==> src/rtl/clk_reset_pkg.sv <==
// Shared definitions for the clock/reset sequencer: state encoding,
// lock-loss counter width and the shared-counter width helper.
package clk_reset_pkg;

  localparam int SEQ_W      = 3;
  localparam int LOSS_CNT_W = 8;

  // Reset-release sequence states; codes are visible on seq_state for debug.
  typedef enum logic [SEQ_W-1:0] {
    SEQ_HOLD       = 3'd0,
    SEQ_LOCK_WAIT  = 3'd1,
    SEQ_PWRUP_WAIT = 3'd2,
    SEQ_INIT_WAIT  = 3'd3,
    SEQ_RUN        = 3'd4
  } seq_state_e;

  // Width of one counter able to hold the largest of three cycle limits.
  function automatic int cnt_width(input int a, input int b, input int c);
    int m;
    m = a;
    if (b > m) m = b;
    if (c > m) m = c;
    return $clog2(m + 1);
  endfunction

endpackage

==> src/rtl/clk_reset_sequencer_sync_bit.sv <==
// Single-bit multi-flop synchronizer with synchronous reset. The chain
// clears to 0 on reset so an asynchronous "good" level must be re-observed
// for the full depth before it is believed.
module sync_bit #(
  parameter int SYNC_STAGES = 2
) (
  input  logic clk,
  input  logic srst,
  input  logic d,
  output logic q
);

  logic [SYNC_STAGES-1:0] sync_q;
  logic [SYNC_STAGES-1:0] sync_d;

  // Next value of each stage: stage 0 samples the raw input, later stages shift.
  always_comb begin
    sync_d    = '0;
    sync_d[0] = d;
    for (int i = 1; i < SYNC_STAGES; i++) begin
      sync_d[i] = sync_q[i-1];
    end
  end

  // Synchronizer chain register.
  always_ff @(posedge clk) begin
    if (srst) begin
      sync_q <= '0;
    end else begin
      sync_q <= sync_d;
    end
  end

  assign q = sync_q[SYNC_STAGES-1];

endmodule

==> src/rtl/clk_reset_sequencer.sv <==
// System reset-release sequencer in the PLL c0 domain. Filters PLL lock,
// waits out the SDRAM power-up time, releases the memory controller, then
// releases the CPU once SDRAM init completes. Any post-filter lock loss
// restarts the whole sequence.
import clk_reset_pkg::*;

module clk_reset_sequencer #(
  parameter int CLK_FREQ_MHZ        = 100,
  parameter int LOCK_STABLE_CYCLES  = 1024,
  parameter int PWRUP_US            = 200,
  parameter int INIT_TIMEOUT_CYCLES = 65536,
  parameter int SYNC_STAGES         = 2
) (
  input  logic                  clk,
  input  logic                  reset,
  input  logic                  pll_locked,
  input  logic                  sdram_init_done,
  output logic                  mem_reset,
  output logic                  cpu_reset,
  output logic                  pwrup_done,
  output logic                  init_timeout,
  output logic [LOSS_CNT_W-1:0] lock_loss_cnt,
  output logic [SEQ_W-1:0]      seq_state
);

  localparam int PWRUP_CYCLES = PWRUP_US * CLK_FREQ_MHZ;
  localparam int CNT_W = cnt_width(LOCK_STABLE_CYCLES, PWRUP_CYCLES, INIT_TIMEOUT_CYCLES);

  // Terminal counts: a phase of N cycles ends when the counter reads N-1.
  localparam logic [CNT_W-1:0] LOCK_LAST  = CNT_W'(LOCK_STABLE_CYCLES - 1);
  localparam logic [CNT_W-1:0] PWRUP_LAST = CNT_W'(PWRUP_CYCLES - 1);
  localparam logic [CNT_W-1:0] INIT_LAST  = CNT_W'(INIT_TIMEOUT_CYCLES - 1);

  logic locked_s;

  seq_state_e            state_q, state_d;
  logic [CNT_W-1:0]      cnt_q, cnt_d;
  logic                  mem_reset_q, mem_reset_d;
  logic                  cpu_reset_q, cpu_reset_d;
  logic                  pwrup_done_q, pwrup_done_d;
  logic                  init_timeout_q, init_timeout_d;
  logic [LOSS_CNT_W-1:0] loss_cnt_q, loss_cnt_d;
  logic                  lock_loss;

  sync_bit #(
    .SYNC_STAGES (SYNC_STAGES)
  ) u_lock_sync (
    .clk  (clk),
    .srst (reset),
    .d    (pll_locked),
    .q    (locked_s)
  );

  // Next-state, shared counter, sticky flags and registered output decode.
  always_comb begin
    state_d        = state_q;
    cnt_d          = cnt_q;
    init_timeout_d = init_timeout_q;
    loss_cnt_d     = loss_cnt_q;
    lock_loss      = 1'b0;

    unique case (state_q)
      SEQ_HOLD: begin
        cnt_d = '0;
        if (locked_s) state_d = SEQ_LOCK_WAIT;
      end
      SEQ_LOCK_WAIT: begin
        // A drop here is a pre-filter glitch and is not counted as a loss.
        if (!locked_s) begin
          state_d = SEQ_HOLD;
          cnt_d   = '0;
        end else if (cnt_q == LOCK_LAST) begin
          state_d = SEQ_PWRUP_WAIT;
          cnt_d   = '0;
        end else begin
          cnt_d = cnt_q + CNT_W'(1);
        end
      end
      SEQ_PWRUP_WAIT: begin
        if (!locked_s) begin
          state_d   = SEQ_HOLD;
          cnt_d     = '0;
          lock_loss = 1'b1;
        end else if (cnt_q == PWRUP_LAST) begin
          state_d = SEQ_INIT_WAIT;
          cnt_d   = '0;
        end else begin
          cnt_d = cnt_q + CNT_W'(1);
        end
      end
      SEQ_INIT_WAIT: begin
        // Lock loss beats init-done, which beats the timeout.
        if (!locked_s) begin
          state_d   = SEQ_HOLD;
          cnt_d     = '0;
          lock_loss = 1'b1;
        end else if (sdram_init_done) begin
          state_d = SEQ_RUN;
          cnt_d   = '0;
        end else if (cnt_q == INIT_LAST) begin
          state_d        = SEQ_HOLD;
          cnt_d          = '0;
          init_timeout_d = 1'b1;
        end else begin
          cnt_d = cnt_q + CNT_W'(1);
        end
      end
      SEQ_RUN: begin
        cnt_d = '0;
        if (!locked_s) begin
          state_d   = SEQ_HOLD;
          lock_loss = 1'b1;
        end
      end
      default: begin
        state_d = SEQ_HOLD;
        cnt_d   = '0;
      end
    endcase

    if (lock_loss && (loss_cnt_q != '1)) begin
      loss_cnt_d = loss_cnt_q + LOSS_CNT_W'(1);
    end

    // Decode from the next state so outputs move together with seq_state.
    mem_reset_d  = (state_d == SEQ_HOLD) || (state_d == SEQ_LOCK_WAIT) ||
                   (state_d == SEQ_PWRUP_WAIT);
    pwrup_done_d = (state_d == SEQ_INIT_WAIT) || (state_d == SEQ_RUN);
    cpu_reset_d  = (state_d != SEQ_RUN);
  end

  // State, counter and output registers.
  always_ff @(posedge clk) begin
    if (reset) begin
      state_q        <= SEQ_HOLD;
      cnt_q          <= '0;
      mem_reset_q    <= 1'b1;
      cpu_reset_q    <= 1'b1;
      pwrup_done_q   <= 1'b0;
      init_timeout_q <= 1'b0;
      loss_cnt_q     <= '0;
    end else begin
      state_q        <= state_d;
      cnt_q          <= cnt_d;
      mem_reset_q    <= mem_reset_d;
      cpu_reset_q    <= cpu_reset_d;
      pwrup_done_q   <= pwrup_done_d;
      init_timeout_q <= init_timeout_d;
      loss_cnt_q     <= loss_cnt_d;
    end
  end

  assign seq_state     = state_q;
  assign mem_reset     = mem_reset_q;
  assign cpu_reset     = cpu_reset_q;
  assign pwrup_done    = pwrup_done_q;
  assign init_timeout  = init_timeout_q;
  assign lock_loss_cnt = loss_cnt_q;

endmodule

==> config.mk <==
export PLATFORM = sky130hd
export DESIGN_NAME = clk_reset_sequencer
export DESIGN_NICKNAME = d
export VERILOG_FILES = /design/src/rtl/clk_reset_pkg.sv /design/src/rtl/clk_reset_sequencer_sync_bit.sv /design/src/rtl/clk_reset_sequencer.sv
export SDC_FILE = /design/constraint.sdc
export NUM_CORES = 1
export LEC_CHECK = 0
export ABC_AREA = 1
export BUFFER_PORTS_ARGS = -buffer_cell sky130_fd_sc_hd__buf_4
export CORE_MARGIN = 4
export CORE_UTILIZATION = 52
export DETAILED_ROUTE_END_ITERATION = 8
export PLACE_DENSITY_LB_ADDON = 0.05
export REMOVE_ABC_BUFFERS = 1
export SYNTH_ARGS = -nofsm -noshare
export SYNTH_HDL_FRONTEND = slang
export SYNTH_HIERARCHICAL = 1
export SYNTH_SLANG_ARGS = --single-unit
==> constraint.sdc <==
create_clock -name clk -period 2.27 [get_ports clk]
set_clock_uncertainty 0.2 [all_clocks]
set_input_delay 0 -clock clk [delete_from_list [all_inputs] [get_ports clk]]
set_output_delay 0 -clock clk [all_outputs]
set_load 0.01 [all_outputs]
==> results of run 1 <==
==> metal layers <==
layer	track usage, %	wire (microns)	vias to the layer above
met2	28.7	1540	21
met3	4.27	122	8
li1	-	-	790
met5	0	0	-
met1	23.4	1720	642
met4	6.99	65	0
==> worst register-to-register path, delay by kind of cell (launching register included) <==
family	cells	cell delay (ps)
DFF	1	360
adders and majority gates	2	320
AOI/OAI and AO/OA	1	110
and+or+nand+nor	9	920
buffers and inverters	2	130
==> worst paths after layout <==
check,start,end,slack (ps),cells past startpoint
worst max-delay path,cnt_q[1],pwrup_done,120,14
worst min-delay path,u_lock_sync/sync_q[0],u_lock_sync/sync_q[1],210,2
worst max register to register,cnt_q[1],pwrup_done,120,14
worst min register to register,u_lock_sync/sync_q[0],u_lock_sync/sync_q[1],210,2
==> cells by family (layout without fill, tap and decap cells) <==
family,after synthesis,after routing,synth area share (%)
adders and majority gates,4,4,2.89
xor gates and xnor gates,17,17,8.60
buffers and inverters,37,72,8.60
DFF,34,34,39.3
AOI/OAI and AO/OA,18,18,5.56
and+or+nand+nor,122,122,35.0
==> flip-flops by register name, indices dropped and copies added, names as in the netlist <==
register / flops
init_timeout: 1
seq_state: 3
pwrup_done: 1
mem_reset: 1
cpu_reset: 1
cnt_q: 17
lock_loss_cnt: 8
u_lock_sync/sync_q: 2
==> per-stage QoR <==
stage	hold slack, ps	util, %	cell area [sq um]	TNS (ps)	power, W
detailed placement	12.0	61.9	1940	0	0.000633
global placement	5.28	61.9	1940	0	0.000632
finish	213	67.3	2110	0	0.000933
floorplan	-131	-	1720	0	0.000622
global route	234	67.3	2110	-160	0.000978
CTS	217	64.7	2020	0	0.000948
==> placed cells by master (no fill, tap or decap), types with 2 or more instances in the layout <==
master,instances
a21oi_1,11
nand3_1,12
clkbuf_4,5
xnor2_1,6
inv_1,31
dfxtp_2,5
dfxtp_1,29
nor3_1,5
clkbuf_1,2
xor2_1,11
a21oi_2,2
o21ai_0,4
nand3b_1,4
ha_1,2
nand3_4,2
nand2_1,49
nand2_2,5
nor2_1,25
inv_2,2
nand4_1,3
nor2_2,11
dlygate4sd3_1,4
buf_4,26
==> report_power, final <==
| group | switching (W) | total (W) | leakage, nW | internal [W] |
|---|---|---|---|---|
| sequential | 0.00000110 | 0.000599 | 0.277 | 0.000598 |
| combinational | 0.0000140 | 0.0000256 | 0.665 | 0.0000116 |
| clock | 0.000191 | 0.000308 | 0.0254 | 0.000117 |
| total | 0.000206 | 0.000933 | 0.967 | 0.000726 |
==> cell type report <==
class,count,area share (%)
Clock buffer,7,2.14
Inverter,35,6.30
Multi-Input combinational cell,161,45.2
Sequential cell,34,32.6
Tap cell,44,2.61
Timing Repair Buffer,30,11.2
==> timing repair <==
action                                 4_1_cts  5_1_grt
hold buffers                                 4        0
pin swaps                                    0        6
resized for setup                            1       14
buffers inserted                             0        4
setup endpoints to repair                    1       19
endpoints found under the hold margin       23        0
==> results.py, run 1 <==
metrics = {
    "synthesis": {
        "synth_top_area_share_pct": 39.3,
        "yosysMostFrequentCell": "nand2_1",
        "yosysUniqueCellTypes": 30,
        "synth_edf_count": 0,
        "synth_common_cells": "nand2_1, dfxtp_1, inv_1",
        "ys_async_sr_fraction_pct": 0,
        "yosys_register_bits": 34,
        "synth.top_cells.by_area": "dfxtp_1, nand2_1, inv_1, nor2_1, xor2_1",
        "yosysTopAreaCell": "dfxtp_1",
        "yosysSeqAreaShare_pct": 39.3,
        "synthesis.area_sq_um": 1730,
        "synth_cells": 232,
        "synthFlopType": "dfxtp_1",
        "ys.warnings.count": 6,
        "avgSynthCellArea_sq_um": 7.46,
    },
    "sta": {
        "drv_slew": 0,
        "hold_viol_final": 0,
        "fin_ws_ps": 124,
        "final.period_utilization_pct": 94.5,
        "fmax_ghz": 0.466,
        "relSlewSlack_pct": 69.2,
        "fin_crit_ps": 2150,
        "setup_viol": 0,
        "tightest_slew_ps": 459,
    },
    "floorplanning": {
        "die_y_microns": 65.7,
        "initial_utilization_pct": 55.4,
        "design.core.area_sq_um": 3130,
        "dieArea_sq_um": 4320,
        "num_rows": 20,
        "io_pins": 19,
        "die_x_microns": 65.7,
    },
    "cells_and_area": {
        "nets": 275,
        "syn_to_final_growth_pct": 21.6,
        "fin_cells": 311,
        "drive_gt1_share_pct": 25.1,
        "diodes": 0,
        "multi_input_area_sq_um": 951,
        "fillCellCount": 283,
        "seq_area_sq_um": 687,
    },
    "global_route": {
        "antenna_found_initial": 0,
        "grt_pass1_vias": 1412,
        "grt_pass1_wl_mm": 6.06,
        "grt.overflow.total": 0,
        "track_usage_pct": 18.0,
        "grt_max_degree": 14,
    },
    "cts": {
        "clk_pin_slew_ps": 100,
        "clk_path_buf_depth": 2,
        "ctsHtreeMaxLevel": 2,
        "tritoncts": "built",
        "cts_sinks": 34,
        "tritoncts.num_buffers": 5,
        "clk_latency_ps": 340,
        "root_buffer": "clkbuf_4",
    },
    "critical_path": {
        "crit_path_max_fanout": 3,
        "crit_chain": "ha_4 > nand3_4 > nor2_4 > nand2_2 > nor2_2 > nand4_1 > inv_1 > ha_2 > nand3b_4 > inv_2 > a21oi_2 > nand2_1 > nand2_1 > nand2_1",
        "worstSetupPathType": "register to register",
        "cpMaxStageDelayCell": "dfxtp_2",
        "startpoint_type": "register",
        "path_buf_inv": 2,
        "crit_family": "simple AND/OR/NAND/NOR gates",
        "worstPathArrival_ps": 2170,
        "cp-end-kind": "register",
        "crit_path_frequent_cell": "nand2_1",
        "crit_path_max_incr_delay_ps": 360,
        "crit_required_ps": 2300,
    },
    "hold_path": {
        "worstHoldPathType": "register to register",
    },
    "drt": {
        "drtAntennaViolNets": 0,
        "wl_mm": 3.45,
        "drt-pass1-iter-count": 4,
        "routedWlPerCell_microns": 11.1,
        "avgViaCountPerCell": 4.70,
        "drtIter0Drc": 54,
        "vias": 1461,
        "drc": 0,
    },
    "place": {
        "dp_slack_ps": 21.7,
        "dp_cells": 296,
        "dp_hpwl_mm": 2.52,
        "place_congestion": 0.830,
        "portBuffers": 18,
    },
    "pwr": {
        "ir_worst_vdd_v": 0.000343,
        "p_per_area_nw_per_um2": 443,
        "p_leak_nw": 0.967,
    },
    "outcome": {
        "status": "finished clean",
    },
    "job": {
        "cap_violations": 0,
    },
}
Note: power is estimated with default switching activity, not from simulation.
==> run 2, diff against run 1 <==
Settings changed: CORE_UTILIZATION 52 to 45.
==> run 2 against run 1 <==
Sequential cell count unchanged. Wire length up 1.8%. Worst hold slack lost 2.4 ps. Non-clock buffer count fell by 1. Utilization fell by 9.8 points. Total power is 16% higher. Fmax shrank 0.98%. Clock-buffer cell count did not move. Critical path depth fell by 2. Cell count rose by 1.3%. Critical path type unchanged. Critical endpoint is now cnt_q[13].
==> results.py, run 2 (same netlist as run 1, synthesis figures left out) <==
metrics = {
    "floorplanning": {
        "initial_utilization_pct": 46.9,
        "die_y_microns": 70.0,
        "die_x_microns": 70.0,
        "dieArea_sq_um": 4900,
        "num_rows": 22,
        "io_pins": 19,
        "design.core.area_sq_um": 3690,
    },
    "job": {
        "cap_violations": 0,
    },
    "critical_path": {
        "crit_path_end": "cnt_q[13]",
        "crit_path_max_fanout": 11,
        "reg2reg_slack_ps": 100,
        "r2r_end": "cnt_q[13]",
        "crit_required_ps": 2250,
        "startpoint_type": "register",
        "critPathLaunch": "cnt_q[0]",
        "worstPathArrival_ps": 2150,
        "cp-end-kind": "register",
        "worstSetupPathType": "register to register",
        "worstRegToRegCells": 12,
        "r2r-start": "cnt_q[0]",
    },
    "cts": {
        "tritoncts": "built",
        "cts_sinks": 34,
        "ctsHtreeMaxLevel": 2,
        "clk_pin_slew_ps": 70,
        "clk_latency_ps": 290,
        "tritoncts.num_buffers": 5,
        "clk_path_buf_depth": 2,
        "root_buffer": "clkbuf_8",
    },
    "place": {
        "place_congestion": 0.854,
        "dp_hpwl_mm": 2.51,
        "dp_slack_ps": 54.9,
        "dp_cells": 302,
        "place_area_sq_um": 1960,
        "portBuffers": 18,
    },
    "hold_path": {
        "worstHoldPathType": "register to register",
        "min-delay-start": "u_lock_sync/sync_q[0]",
    },
    "global_route": {
        "track_usage_pct": 15.3,
        "grt.overflow.total": 0,
        "grt_max_degree": 14,
        "grt_pass1_vias": 1361,
        "antenna_found_initial": 0,
        "grt_pass1_wl_mm": 6.02,
    },
    "cells_and_area": {
        "diodes": 0,
        "largest_reg_flops": 17,
        "final_common_cell": "nand2_1",
        "syn_to_final_growth_pct": 22.5,
        "final_cell_mix": "nand2_1, dfxtp_1, inv_1",
        "fin_area_sq_um": 2120,
        "seq_area_sq_um": 682,
        "fillCellCount": 379,
        "drive_gt1_share_pct": 22.8,
        "fin_cells": 315,
        "multi_input_area_sq_um": 928,
        "nets": 274,
        "largest-register": "cnt_q",
    },
    "drt": {
        "drtIter0Drc": 70,
        "drtAntennaViolNets": 0,
        "routedWlPerCell_microns": 11.1,
        "vias": 1478,
        "wl_mm": 3.51,
        "drt-pass1-iter-count": 4,
        "drc": 0,
        "avgViaCountPerCell": 4.69,
    },
    "sta": {
        "final.period_utilization_pct": 95.5,
        "relSlewSlack_pct": 71.5,
        "hold_viol_final": 0,
        "setup_viol": 0,
        "fmax_ghz": 0.461,
        "fin_crit_ps": 2170,
        "tightest_slew_ps": 424,
        "drv_slew": 0,
        "fin_ws_ps": 102,
        "worst_hold_slack_ps": 210,
    },
    "pwr": {
        "p_leak_nw": 0.984,
        "ir_worst_vdd_v": 0.000335,
        "p_per_area_nw_per_um2": 512,
    },
    "outcome": {
        "status": "finished clean",
    },
}
==> run 2: cell count changes in the layout (fill, tap and decap cells not counted), moves of 4 or more <==
cell	before	now
clkbuf_4	5	0
clkbuf_8	0	6
dfxtp_1	29	33
dfxtp_2	5	1
==> run 2: worst min-delay path by stage <==
stage / endpoint / slack [ps] / cells after the start
3_3_place_gp: u_lock_sync/sync_q[0] / 7 / 3
5_1_grt: u_lock_sync/sync_q[1] / 220 / 2
3_5_place_dp: u_lock_sync/sync_q[0] / 20 / 3
6_report: u_lock_sync/sync_q[1] / 210 / 2
2_1_floorplan: cnt_q[16] / -130 / 1
4_1_cts: u_lock_sync/sync_q[1] / 220 / 2
==> run 2: final cells by class <==
class	instances	share of cell area (%)
tap	48	2.83
timing repair buffer	29	10.7
clock inverter	1	0.236
inverter	35	6.25
sequential	34	32.1
clock buffer	7	4.07
multi-input combinational	161	43.7
==> run 2: metal layers <==
layer,part of all wire (%),global-route usage [%]
met5,0,0
met4,1.9,5.74
met3,3.9,4.17
met2,45,23.8
met1,49,20.1
==> run 2: critical path, cell delays in order, from the launching register on <==
cell	delay, ps
dfxtp_1	330
ha_2	200
nand3_2	110
nor2_4	110
nand2_1	90
nor2_2	110
nand4_1	140
inv_1	90
ha_1	170
nand3b_4	160
nand3_4	140
nand2_8	150
nor2_1	60
==> run 2: per-stage QoR <==
stage          TNS, ps  util [%]  total power, W
2_1_floorplan        0         -        0.000622
3_3_place_gp         0      53.0        0.000632
3_5_place_dp         0      53.0        0.000633
4_1_cts              0      56.6         0.00110
5_1_grt          -62.0      57.5         0.00113
6_report             0      57.5         0.00109
==> run 2: where the power goes <==
part | switching, W | internal (W) | total (W)
logic | 0.0000140 | 0.0000116 | 0.0000256
registers | 0.00000107 | 0.000598 | 0.000599
clock network | 0.000216 | 0.000245 | 0.000461
==> run 2: timing repair <==
action,CTS,global route
gates resized for setup,0,6
setup buffers,0,1
endpoints found under the setup margin,0,14
endpoints found under the hold margin,22,0
hold buffers,4,0
